File: src/rtl/mux_arbiter_if.sv
// Request/grant and data bus between two requesters and the shared-port arbiter.
// The arbiter attaches through the slave modport, requesters through master.
interface mux_arbiter_if #(
    parameter int WIDTH = 16
);
    logic             reqA;
    logic             reqB;
    logic [WIDTH-1:0] inA;
    logic [WIDTH-1:0] inB;
    logic             gntA;
    logic             gntB;
    logic             sel;
    logic             valid;
    logic [WIDTH-1:0] out;

    modport master (
        output reqA, reqB, inA, inB,
        input  gntA, gntB, sel, valid, out
    );

    modport slave (
        input  reqA, reqB, inA, inB,
        output gntA, gntB, sel, valid, out
    );
endinterface

File: src/rtl/mux_arbiter.sv
// Two-requester round-robin arbiter driving the select of a shared 2:1 data mux,
// with a bounded hold time for the owner while the other side is waiting.
//
// state   | meaning
// IDLE    | no owner; sel keeps its last value
// GRANT_A | requester A owns the port (sel = 0)
// GRANT_B | requester B owns the port (sel = 1)
module mux_arbiter #(
    parameter int WIDTH    = 16,
    parameter int MAX_HOLD = 4
) (
    input  logic clock,
    input  logic reset,
    mux_arbiter_if.slave bus
);
    localparam logic [3:0] HOLD = 4'(MAX_HOLD);

    typedef enum logic [1:0] {
        IDLE    = 2'd0,
        GRANT_A = 2'd1,
        GRANT_B = 2'd2
    } state_t;

    state_t     state;
    logic       last;
    logic [3:0] count;
    logic [WIDTH-1:0] mux_out;

    always_ff @(posedge clock) begin
        if (reset) begin
            state    <= IDLE;
            bus.gntA <= 1'b0;
            bus.gntB <= 1'b0;
            bus.sel  <= 1'b0;
            last     <= 1'b1;
            count    <= 4'd0;
        end else begin
            unique case (state)
                IDLE: begin
                    // On a tie, the side that was not granted last wins.
                    if (bus.reqA && (!bus.reqB || last)) begin
                        state <= GRANT_A; bus.gntA <= 1'b1; bus.gntB <= 1'b0;
                        bus.sel <= 1'b0; last <= 1'b0; count <= 4'd1;
                    end else if (bus.reqB) begin
                        state <= GRANT_B; bus.gntA <= 1'b0; bus.gntB <= 1'b1;
                        bus.sel <= 1'b1; last <= 1'b1; count <= 4'd1;
                    end
                end
                GRANT_A: begin
                    if (bus.reqB && (!bus.reqA || count == HOLD)) begin
                        state <= GRANT_B; bus.gntA <= 1'b0; bus.gntB <= 1'b1;
                        bus.sel <= 1'b1; last <= 1'b1; count <= 4'd1;
                    end else if (!bus.reqA) begin
                        state <= IDLE; bus.gntA <= 1'b0; bus.gntB <= 1'b0;
                        count <= 4'd0;
                    end else if (count != HOLD) begin
                        count <= count + 4'd1;
                    end
                end
                GRANT_B: begin
                    if (bus.reqA && (!bus.reqB || count == HOLD)) begin
                        state <= GRANT_A; bus.gntA <= 1'b1; bus.gntB <= 1'b0;
                        bus.sel <= 1'b0; last <= 1'b0; count <= 4'd1;
                    end else if (!bus.reqB) begin
                        state <= IDLE; bus.gntA <= 1'b0; bus.gntB <= 1'b0;
                        count <= 4'd0;
                    end else if (count != HOLD) begin
                        count <= count + 4'd1;
                    end
                end
                default: begin
                    state <= IDLE; bus.gntA <= 1'b0; bus.gntB <= 1'b0;
                    count <= 4'd0;
                end
            endcase
        end
    end

    assign mux_out   = bus.sel ? bus.inB : bus.inA;
    assign bus.out   = mux_out;
    assign bus.valid = bus.gntA | bus.gntB;
endmodule

File: src/flat_wrapper.sv
// flat-port wrapper written by rule: the top's interface ports become plain ports
module mux_arbiter_flat 
#(
    parameter int WIDTH    = 16,
    parameter int MAX_HOLD = 4
)
  (clock, reset, bus_reqA, bus_reqB, bus_inA, bus_inB, bus_gntA, bus_gntB, bus_sel, bus_valid, bus_out);
  mux_arbiter_if #(.WIDTH(WIDTH)) bus_i ();
  input  logic clock;
  input  logic reset;
  input wire logic [$bits(bus_i.reqA)-1:0] bus_reqA;
  input wire logic [$bits(bus_i.reqB)-1:0] bus_reqB;
  input wire logic [$bits(bus_i.inA)-1:0] bus_inA;
  input wire logic [$bits(bus_i.inB)-1:0] bus_inB;
  output wire logic [$bits(bus_i.gntA)-1:0] bus_gntA;
  output wire logic [$bits(bus_i.gntB)-1:0] bus_gntB;
  output wire logic [$bits(bus_i.sel)-1:0] bus_sel;
  output wire logic [$bits(bus_i.valid)-1:0] bus_valid;
  output wire logic [$bits(bus_i.out)-1:0] bus_out;
  assign bus_i.reqA = bus_reqA;
  assign bus_i.reqB = bus_reqB;
  assign bus_i.inA = bus_inA;
  assign bus_i.inB = bus_inB;
  assign bus_gntA = bus_i.gntA;
  assign bus_gntB = bus_i.gntB;
  assign bus_sel = bus_i.sel;
  assign bus_valid = bus_i.valid;
  assign bus_out = bus_i.out;
  mux_arbiter #(.WIDTH(WIDTH), .MAX_HOLD(MAX_HOLD)) u_core (.clock(clock), .reset(reset), .bus(bus_i));
endmodule
File: config.mk
export PLATFORM = sky130hd
export DESIGN_NAME = mux_arbiter_flat
export DESIGN_NICKNAME = d
export VERILOG_FILES = /design/src/rtl/mux_arbiter_if.sv /design/src/rtl/mux_arbiter.sv /design/src/flat_wrapper.sv
export SDC_FILE = /design/constraint.sdc
export NUM_CORES = 1
export LEC_CHECK = 0
export ABC_AREA = 1
export BUFFER_PORTS_ARGS = -buffer_cell sky130_fd_sc_hd__buf_2
export CORE_MARGIN = 10
export CORE_UTILIZATION = 42
export DETAILED_ROUTE_END_ITERATION = 8
export PLACE_DENSITY = 0.79
export REMOVE_ABC_BUFFERS = 1
export SYNTH_ARGS = -nofsm -noshare
export SYNTH_HDL_FRONTEND = slang
export SYNTH_SLANG_ARGS = --single-unit
File: constraint.sdc
create_clock -name clock -period 1.8 [get_ports clock]
set_clock_uncertainty 0.05 [all_clocks]
set_input_delay 0.18 -clock clock [delete_from_list [all_inputs] [get_ports clock]]
set_output_delay 0.18 -clock clock [all_outputs]
set_load 0.03 [all_outputs]
# [After elaboration in Yosys (flattened, before gate mapping)]
# Index checks and enable logic that the tools add are counted.
[word_totals] ff_bits=10 elab_cells=60 out_inout_bits=20 input_bits=36
[op_classes] bitwise=1 n_addsub=1 n_reduce_logical=12 eq_ne=9 mux=31
[op_table] cell="$mux 4" count=7
[op_table] cell="$mux 16" count=1
[op_table] cell="$mux 1" count=12
[op_table] cell="$mux 2" count=6
[op_table] cell="$pmux 4 s3" count=1
[op_table] cell="$ne 3x2->1 const B" count=3
[op_table] cell="$pmux 1 s3" count=3
[op_table] cell="$pmux 2 s3" count=1
[op_table] cell="$add 4x1->4 const B" count=1
[op_table] cell="$eq 4x3->1 const B" count=1
[op_table] cell="$ne 2x1->1 const B" count=2
[op_table] cell="$ne 4x3->1 const B" count=1
[op_table] cell="$reduce_and 4->1" count=1
[op_table] cell="$logic_and 1x1->1" count=3
[op_table] cell="$logic_or 1x1->1" count=3
[op_table] cell="$reduce_and 3->1" count=1
[op_table] cell="$reduce_bool 3->1" count=1
[op_table] cell="$eq 2x1->1 const B" count=1
[op_table] cell="$eq 2x2->1 const B" count=1
[op_table] cell="$logic_not 1->1" count=2
[op_table] cell="$logic_not 2->1" count=1
[op_table] cell="$or 1x1->1" count=1

# [Longest topological paths before layout]
# Gate-level depths: netlist (run 1).
[logic_depth] ltp_word=5 ltp_mapped=10 ltp_nobuf=10

# [Worst setup path after synthesis (run 1)]
# No wires, ideal clock.
[synth_path] path_kind="reg-to-output" start="reg u_core.bus.sel" end="out bus_out[10]" path_stages_with_launch=4 n_path_buf=2 t_arrival_ns=1.378 setup_slack_ns=0.192 t_required_ns=1.570 cell_sequence="dfxtp_1 -> buf_2 -> buf_2 -> mux2_2"
[synth_between] elab_chain_cells=1
[synth_lines] item="from (decl)" line="mux_arbiter_if.sv:23" rtl="output gntA, gntB, sel, valid, out"
[synth_lines] item="from (signal assigned)" line="mux_arbiter.sv:34" rtl="bus.sel <= 1'b0;"
[synth_lines] item="from (signal assigned)" line="mux_arbiter.sv:43" rtl="bus.sel <= 1'b0; last <= 1'b0; count <= 4'd1;"
[synth_lines] item="from (signal assigned)" line="mux_arbiter.sv:46" rtl="bus.sel <= 1'b1; last <= 1'b1; count <= 4'd1;"
[synth_lines] item="$mux 16" line="mux_arbiter.sv:79" rtl="assign mux_out = bus.sel ? bus.inB : bus.inA;"
[synth_lines] item="to (decl)" line="flat_wrapper.sv:19" rtl="output wire logic [$bits(bus_i.out)-1:0] bus_out;"
# Every way passes these cells.

# [Worst setup path in the final report (run 1)]
# Same ends and word-level chain as after synthesis.

==> results.tsv, run 1 <==
stage	metric	value	unit
yosys	synth.cell_area	908	µm²
global_routing	grt_max_degree	18	
worst_setup_path	arrival	1.38	ns
place	dp_cells	202	
job	maxCapViolations	0	
global_routing	gr-usage-met1	12.5	%
final_layout	synthToLayoutAreaGrowth	37.3	%
timing	setup_viol	0	
global_routing	grt_pass1_wl	4.57	mm
detailed_routing	drt_iter0_drc	32	
worst_setup_path	required	1.57	ns
timing	fin_crit_sh	89.5	%
final_layout	fin_util	62.3	%
yosys	synth_cell_types	21	
clocking	holdBufCountCts	0	
final_layout	mostFrequentLayoutCell	buf_2	
final_layout	final_cell_area	1250	µm²
clocking	insertion_delay	0.26	ns
pwr	p_leak	0.666	nW
final_layout	regArea	200	µm²
detailed_routing	final_antenna_net_count	0	
die	fp-row-count	16	
timing	period_needed	1.61	ns
detailed_routing	vias	1003	
pwr	vdd_ir_drop_max	0.000770	V
timing	slew_violations	0	
die	fp.dieW	66.5	µm
detailed_routing	first_pass_iters	4	
clocking	cts_buffers	3	
final_layout	multi_input_area	638	µm²
timing	rsz0062_at_grt	false	
clocking	h-tree-depth	1	
die	io_pins	56	
clocking	cts_tree	done	
worst_hold_path	hp-class	in2reg	
yosys	ys_ff_latch	10	
yosys	yosys_warnings	0	
detailed_routing	route.detailed.wl_per_inst	14.4	µm
global_routing	grt_pass1_vias	1023	
clocking	path_clk_slew	0.06	ns
die	dieArea	4420	µm²
die	die_y	66.5	µm
detailed_routing	viasPerCell	4.87	
global_routing	grt-ovfl-total	0	
worst_setup_path	reg2reg_setup_slack	0.21	ns
clocking	cts.sinks	10	
final_layout	drive_gt1_share	51.4	%
die	initial_core_util	45.4	%
global_routing	grt.met2_usage	25.5	%
clocking	ctsResizeCount	0	
clocking	cts-root-buf	clkbuf_4	
timing	max_slew.worst_pin.slew	0.298	ns
yosys	yosysSeqAreaShare	22.0	%
place	place_congestion	0.827	
timing	hold_viol	0	
global_routing	met3_usage	3.85	%
worst_setup_path	crit_path_end_kind	output port	
die	core	2000	µm²
pwr	p_per_area	1050	nW/µm²
place	dp_slack	0.228	ns
timing	max_slew_margin	80.1	%
timing	holdWs	0.150	ns
timing	tns	0	ns
pwr	finalPower	1.31	mW
final_layout	fin_nets	222	
status	outcome	completed	
final_layout	most-common-layout-cells	55 x buf_2, 30 x nand2_1, 16 x mux2_2, 13 x inv_1, 11 x a21oi_1	
timing	clock.fmax	621	MHz
place	port_buffers	55	
global_routing	track_usage	12.8	%
final_layout	num-fill-cells	187	
yosys	syn_avg_cell_area	7.45	µm²
place	place_area	1210	µm²
final_layout	insertedDiodeCount	0	
worst_setup_path	cp-start-kind	register	
place	dpl.hpwl	2.59	mm
timing	timing.final.ws_setup	0.188	ns
final_layout	layout.cells.non_filler	206	
worst_setup_path	critical_path_class	reg2out	
worst_setup_path	crit_fanout	17	
detailed_routing	drcViolationCount	0	
global_routing	antenna_found_initial	0	
clocking	post_cts.repair.setup_buffers	0	
detailed_routing	wl	2.98	mm
global_routing	top_usage_layer	met2	
clocking	cts_max_path_buffers	2	
yosys	netlist_instances	122	
==> state kept, by name, summed over array words and instances, names as in the netlist <==
name / count
u_core.bus.gntA: 1
u_core.last: 1
u_core.state: 2
u_core.bus.gntB: 1
u_core.count: 4
u_core.bus.sel: 1
==> synth_stat cells (all sizes together) <==
cell   count  share of area [%]
nand2     39                 20
mux2      16                 20
inv       15                6.2
a21oi     13                8.8
nand3     11                7.4
dfxtp     10                 22
ha         6                8.3
buf        3                1.5
nor2       3                2.1
nand4      2                1.4
o21ai      2                1.1
or2        1               0.69
xor2       1               0.96
==> cell type report <==
class / count / area share (%)
clock buffer: 4 / 2.91
multi-input combinational: 94 / 51.2
sequential: 10 / 16.0
tap: 27 / 2.71
timing repair buffer: 56 / 22.7
inverter: 15 / 4.51
==> where the power goes <==
part / internal (mW) / leakage [nW] / switching [mW]
combinational: 0.300 / 0.562 / 0.509
clock: 0.123 / 0.0210 / 0.0762
sequential: 0.265 / 0.0821 / 0.0339
==> cells by family after synthesis <==
kind of cell,count (synthesis),synth area share (%)
AOI/OAI and AO/OA,15,9.92
xor gates and xnor gates,1,0.964
DFF,10,22.0
and+or+nand+nor,56,31.3
buffers and inverters,18,7.71
adders and majority gates,6,8.26
muxes,16,19.8
==> final timing paths <==
| path | from | end | cells past startpoint |
|---|---|---|---|
| hold reg to reg | u_core.bus.sel | u_core.bus.sel | 2 |
| hold / removal | reset | u_core.state[1] | 2 |
| setup reg to reg | u_core.state[0] | u_core.state[0] | 8 |
| setup / recovery | u_core.bus.sel | bus_out[10] | 3 |
==> routing by layer <==
metal | routed length, µm | up-vias
met5 | 0 | -
met3 | 98 | 4
li1 | - | 515
met1 | 996 | 463
met2 | 1850 | 21
met4 | 27 | 0
==> worst max-delay path, cell delays in order (launching register included) <==
cell	delay (ns)
dfxtp_1	0.33
buf_4	0.24
mux2_2	0.37
buf_2	0.18
Power figures use the tool's default switching activity.
==> run 2, diff against run 1 <==
--- a/config.mk
+++ b/config.mk
@@ -12,6 +12,8 @@
 export DETAILED_ROUTE_END_ITERATION = 8
 export PLACE_DENSITY = 0.79
 export REMOVE_ABC_BUFFERS = 1
+export SLEW_MARGIN = 20
 export SYNTH_ARGS = -nofsm -noshare
 export SYNTH_HDL_FRONTEND = slang
 export SYNTH_SLANG_ARGS = --single-unit
+export TNS_END_PERCENT = 5
==> constraint.sdc (replaced) <==
create_clock -name clock -period 1.8 [get_ports clock]
set_clock_uncertainty 0.05 [all_clocks]
set_input_delay 0.45 -clock clock [delete_from_list [all_inputs] [get_ports clock]]
set_output_delay 0.45 -clock clock [all_outputs]
set_load 0.03 [all_outputs]
==> run 2 against run 1 <==
  * The run now ends with setup timing left
  * First-iteration DRC count decreased by 13%
  * Sequential power up 4%
  * Clock-buffer cell count down 1
  * Clock power fell by 22%
==> results.tsv, run 2 (synthesis gave the netlist of run 1 again) <==
stage	metric	value	unit	change
timing	max_slew_margin	81.0	%	was 80.1%
timing	fin_crit_sh	101	%	was 89.5%
final_layout	mostFrequentLayoutCell	buf_2		unchanged
detailed_routing	drcViolationCount	0		unchanged
status	violations	setup timing		
timing	rsz0062_at_grt	true		was false
global_routing	track_usage	12.1	%	was 12.8%
place	place_congestion	0.872		was 0.827
place	dpl.hpwl	2.42	mm	was 2.59 mm
die	core	2000	µm²	unchanged
die	fp.dieW	66.5	µm	unchanged
place	port_buffers	55		unchanged
die	io_pins	56		unchanged
worst_hold_path	hold_depth	2		unchanged
global_routing	grt_pass1_wl	4.23	mm	was 4.57 mm
detailed_routing	final_antenna_net_count	0		unchanged
die	die_y	66.5	µm	unchanged
clocking	cts-root-buf	clkbuf_4		unchanged
worst_setup_path	r2r-end	u_core.state[1]		was u_core.state[0]
clocking	insertion_delay	0.27	ns	was 0.26 ns
worst_setup_path	critical_path_class	reg2out		unchanged
worst_setup_path	crit_fanout	8		was 17
clocking	holdBufCountCts	0		unchanged
final_layout	largest_register_ffs	4		unchanged
final_layout	fin_nets	223		was 222
clocking	cts.sinks	10		unchanged
die	dieArea	4420	µm²	unchanged
detailed_routing	first_pass_iters	4		unchanged
clocking	h-tree-depth	1		unchanged
die	initial_core_util	45.4	%	unchanged
timing	hold_viol	0		unchanged
global_routing	grt_max_degree	18		unchanged
pwr	switching_share	46.4	%	was 47.4%
clocking	path_clk_slew	0.07	ns	was 0.06 ns
global_routing	grt_pass1_vias	917		was 1023
pwr	p_int	0.736	mW	was 0.687 mW
final_layout	largestRegisters	u_core.count (4), u_core.state (2)		unchanged
die	fp-row-count	16		unchanged
detailed_routing	drt_iter0_drc	28		was 32
final_layout	drive_gt1_share	52.0	%	was 51.4%
worst_hold_path	hold_path_end	u_core.last		was u_core.state[1]
pwr	pwr-share-comb	66.0	%	was 61.9%
final_layout	final_cell_area	1330	µm²	was 1250 µm²
worst_setup_path	crit_path_end_kind	output port		unchanged
place	dp_slack	0.249	ns	was 0.228 ns
global_routing	antenna_found_initial	0		unchanged
pwr	p_leak	0.692	nW	was 0.666 nW
place	place_area	1220	µm²	was 1210 µm²
worst_hold_path	hp-start	u_core.last		was reset
final_layout	insertedDiodeCount	0		unchanged
worst_setup_path	cp-start-kind	register		unchanged
timing	slew_violations	0		unchanged
timing	clock.fmax	550	MHz	was 621 MHz
job	maxCapViolations	0		unchanged
worst_hold_path	hp-class	reg2reg		was in2reg
detailed_routing	vias	972		was 1003
final_layout	layout.cells.non_filler	206		unchanged
pwr	p_clk_share	11.3	%	was 15.2%
detailed_routing	route.detailed.wl_per_inst	14.4	µm	about the same
final_layout	synthToLayoutAreaGrowth	46.6	%	was 37.3%
final_layout	most-common-layout-cells	46 x buf_2, 30 x nand2_1, 16 x mux2_2, 13 x inv_1, 11 x a21oi_1		was 55 x buf_2, 30 x nand2_1, 16 x mux2_2, 13 x inv_1, 11 x a21oi_1
clocking	post_cts.repair.setup_buffers	0		unchanged
timing	max_slew.worst_pin.slew	0.284	ns	was 0.298 ns
worst_setup_path	arrival	1.32	ns	was 1.38 ns
worst_setup_path	required	1.30	ns	was 1.57 ns
final_layout	fin_util	66.5	%	was 62.3%
clocking	cts_max_path_buffers	2		unchanged
worst_setup_path	reg2reg_setup_slack	0.25	ns	was 0.21 ns
pwr	finalPower	1.37	mW	was 1.31 mW
clocking	cts_tree	done		unchanged
place	dp_cells	202		unchanged
pwr	p_per_area	1030	nW/µm²	was 1050 nW/µm²
detailed_routing	viasPerCell	4.72		was 4.87
timing	setup_viol	5		was 0
worst_setup_path	rr_worst_depth	8		unchanged
pwr	power.switching	0.638	mW	was 0.619 mW
final_layout	top_register	u_core.count		unchanged
pwr	p_seq_share	22.6	%	was 22.9%
timing	period_needed	1.82	ns	was 1.61 ns
detailed_routing	wl	2.97	mm	was 2.98 mm
worst_setup_path	rr_startpoint	u_core.state[0]		unchanged
timing	timing.final.ws_setup	-0.0177	ns	was 0.188 ns
status	outcome	finished with violations		was completed
pwr	vdd_ir_drop_max	0.000799	V	was 0.000770 V
global_routing	grt-ovfl-total	0		unchanged
clocking	cts_buffers	3		unchanged
-- run 2: cell counts in the layout (fill, tap and decap cells not counted) --
No cell type changed its count.
-- run 2: power by group through the flow --
stage	registers [mW]	clock network, mW	logic, mW
CTS	0.302	0.159	0.837
detailed placement	0.306	0	0.816
finish	0.311	0.156	0.907
floorplan	0.356	0	0.534
global placement	0.302	0	0.804
global route	0.319	0.171	0.973
-- run 2: per-layer routing --
layer / share of wire [%] / GRT usage, % / wire [µm]
met5: 0 / 0 / 0
met3: 2.1 / 3.34 / 62
met2: 61 / 22.7 / 1820
met4: 1.3 / 3.93 / 40
met1: 35 / 12.5 / 1050
-- run 2: final cells by class --
cell class | count | area [µm²]
clock buffers | 3 | 22.5
inverters | 15 | 56.3
repair buffers | 57 | 377
fillers | 179 | 671
flip-flops and latches | 10 | 204
well taps | 27 | 33.8
multi-input cells | 94 | 638
-- run 2: worst max-delay path: stages, from the launching register on --
cell and delay [ns]:
dfxtp_4 0.39, clkbuf_16 0.15, mux2_2 0.35, buf_6 0.15
-- run 2: how the worst max path moves through the flow --
stage | cells after the start | start | to
detailed placement | 8 | u_core.state[0] | u_core.last
global route | 3 | u_core.bus.sel | bus_out[9]
CTS | 3 | u_core.bus.sel | bus_out[3]
global placement | 3 | u_core.bus.sel | bus_out[10]
finish | 3 | u_core.bus.sel | bus_out[9]
floorplan | 1 | u_core.bus.sel | bus_out[0]
-- run 2: timing repair --
item	in CTS	in global routing
resized for setup	7	18
cloned	0	1
setup endpoints to repair	16	16
-- run 2: metrics by stage --
step                      TNS (ns)  hold slack (ns)
after floorplan             -0.274            0.376
after global placement           0            0.393
after detailed placement         0            0.410
after CTS                        0            0.416
after global routing        -0.481            0.430
final                      -0.0401            0.420
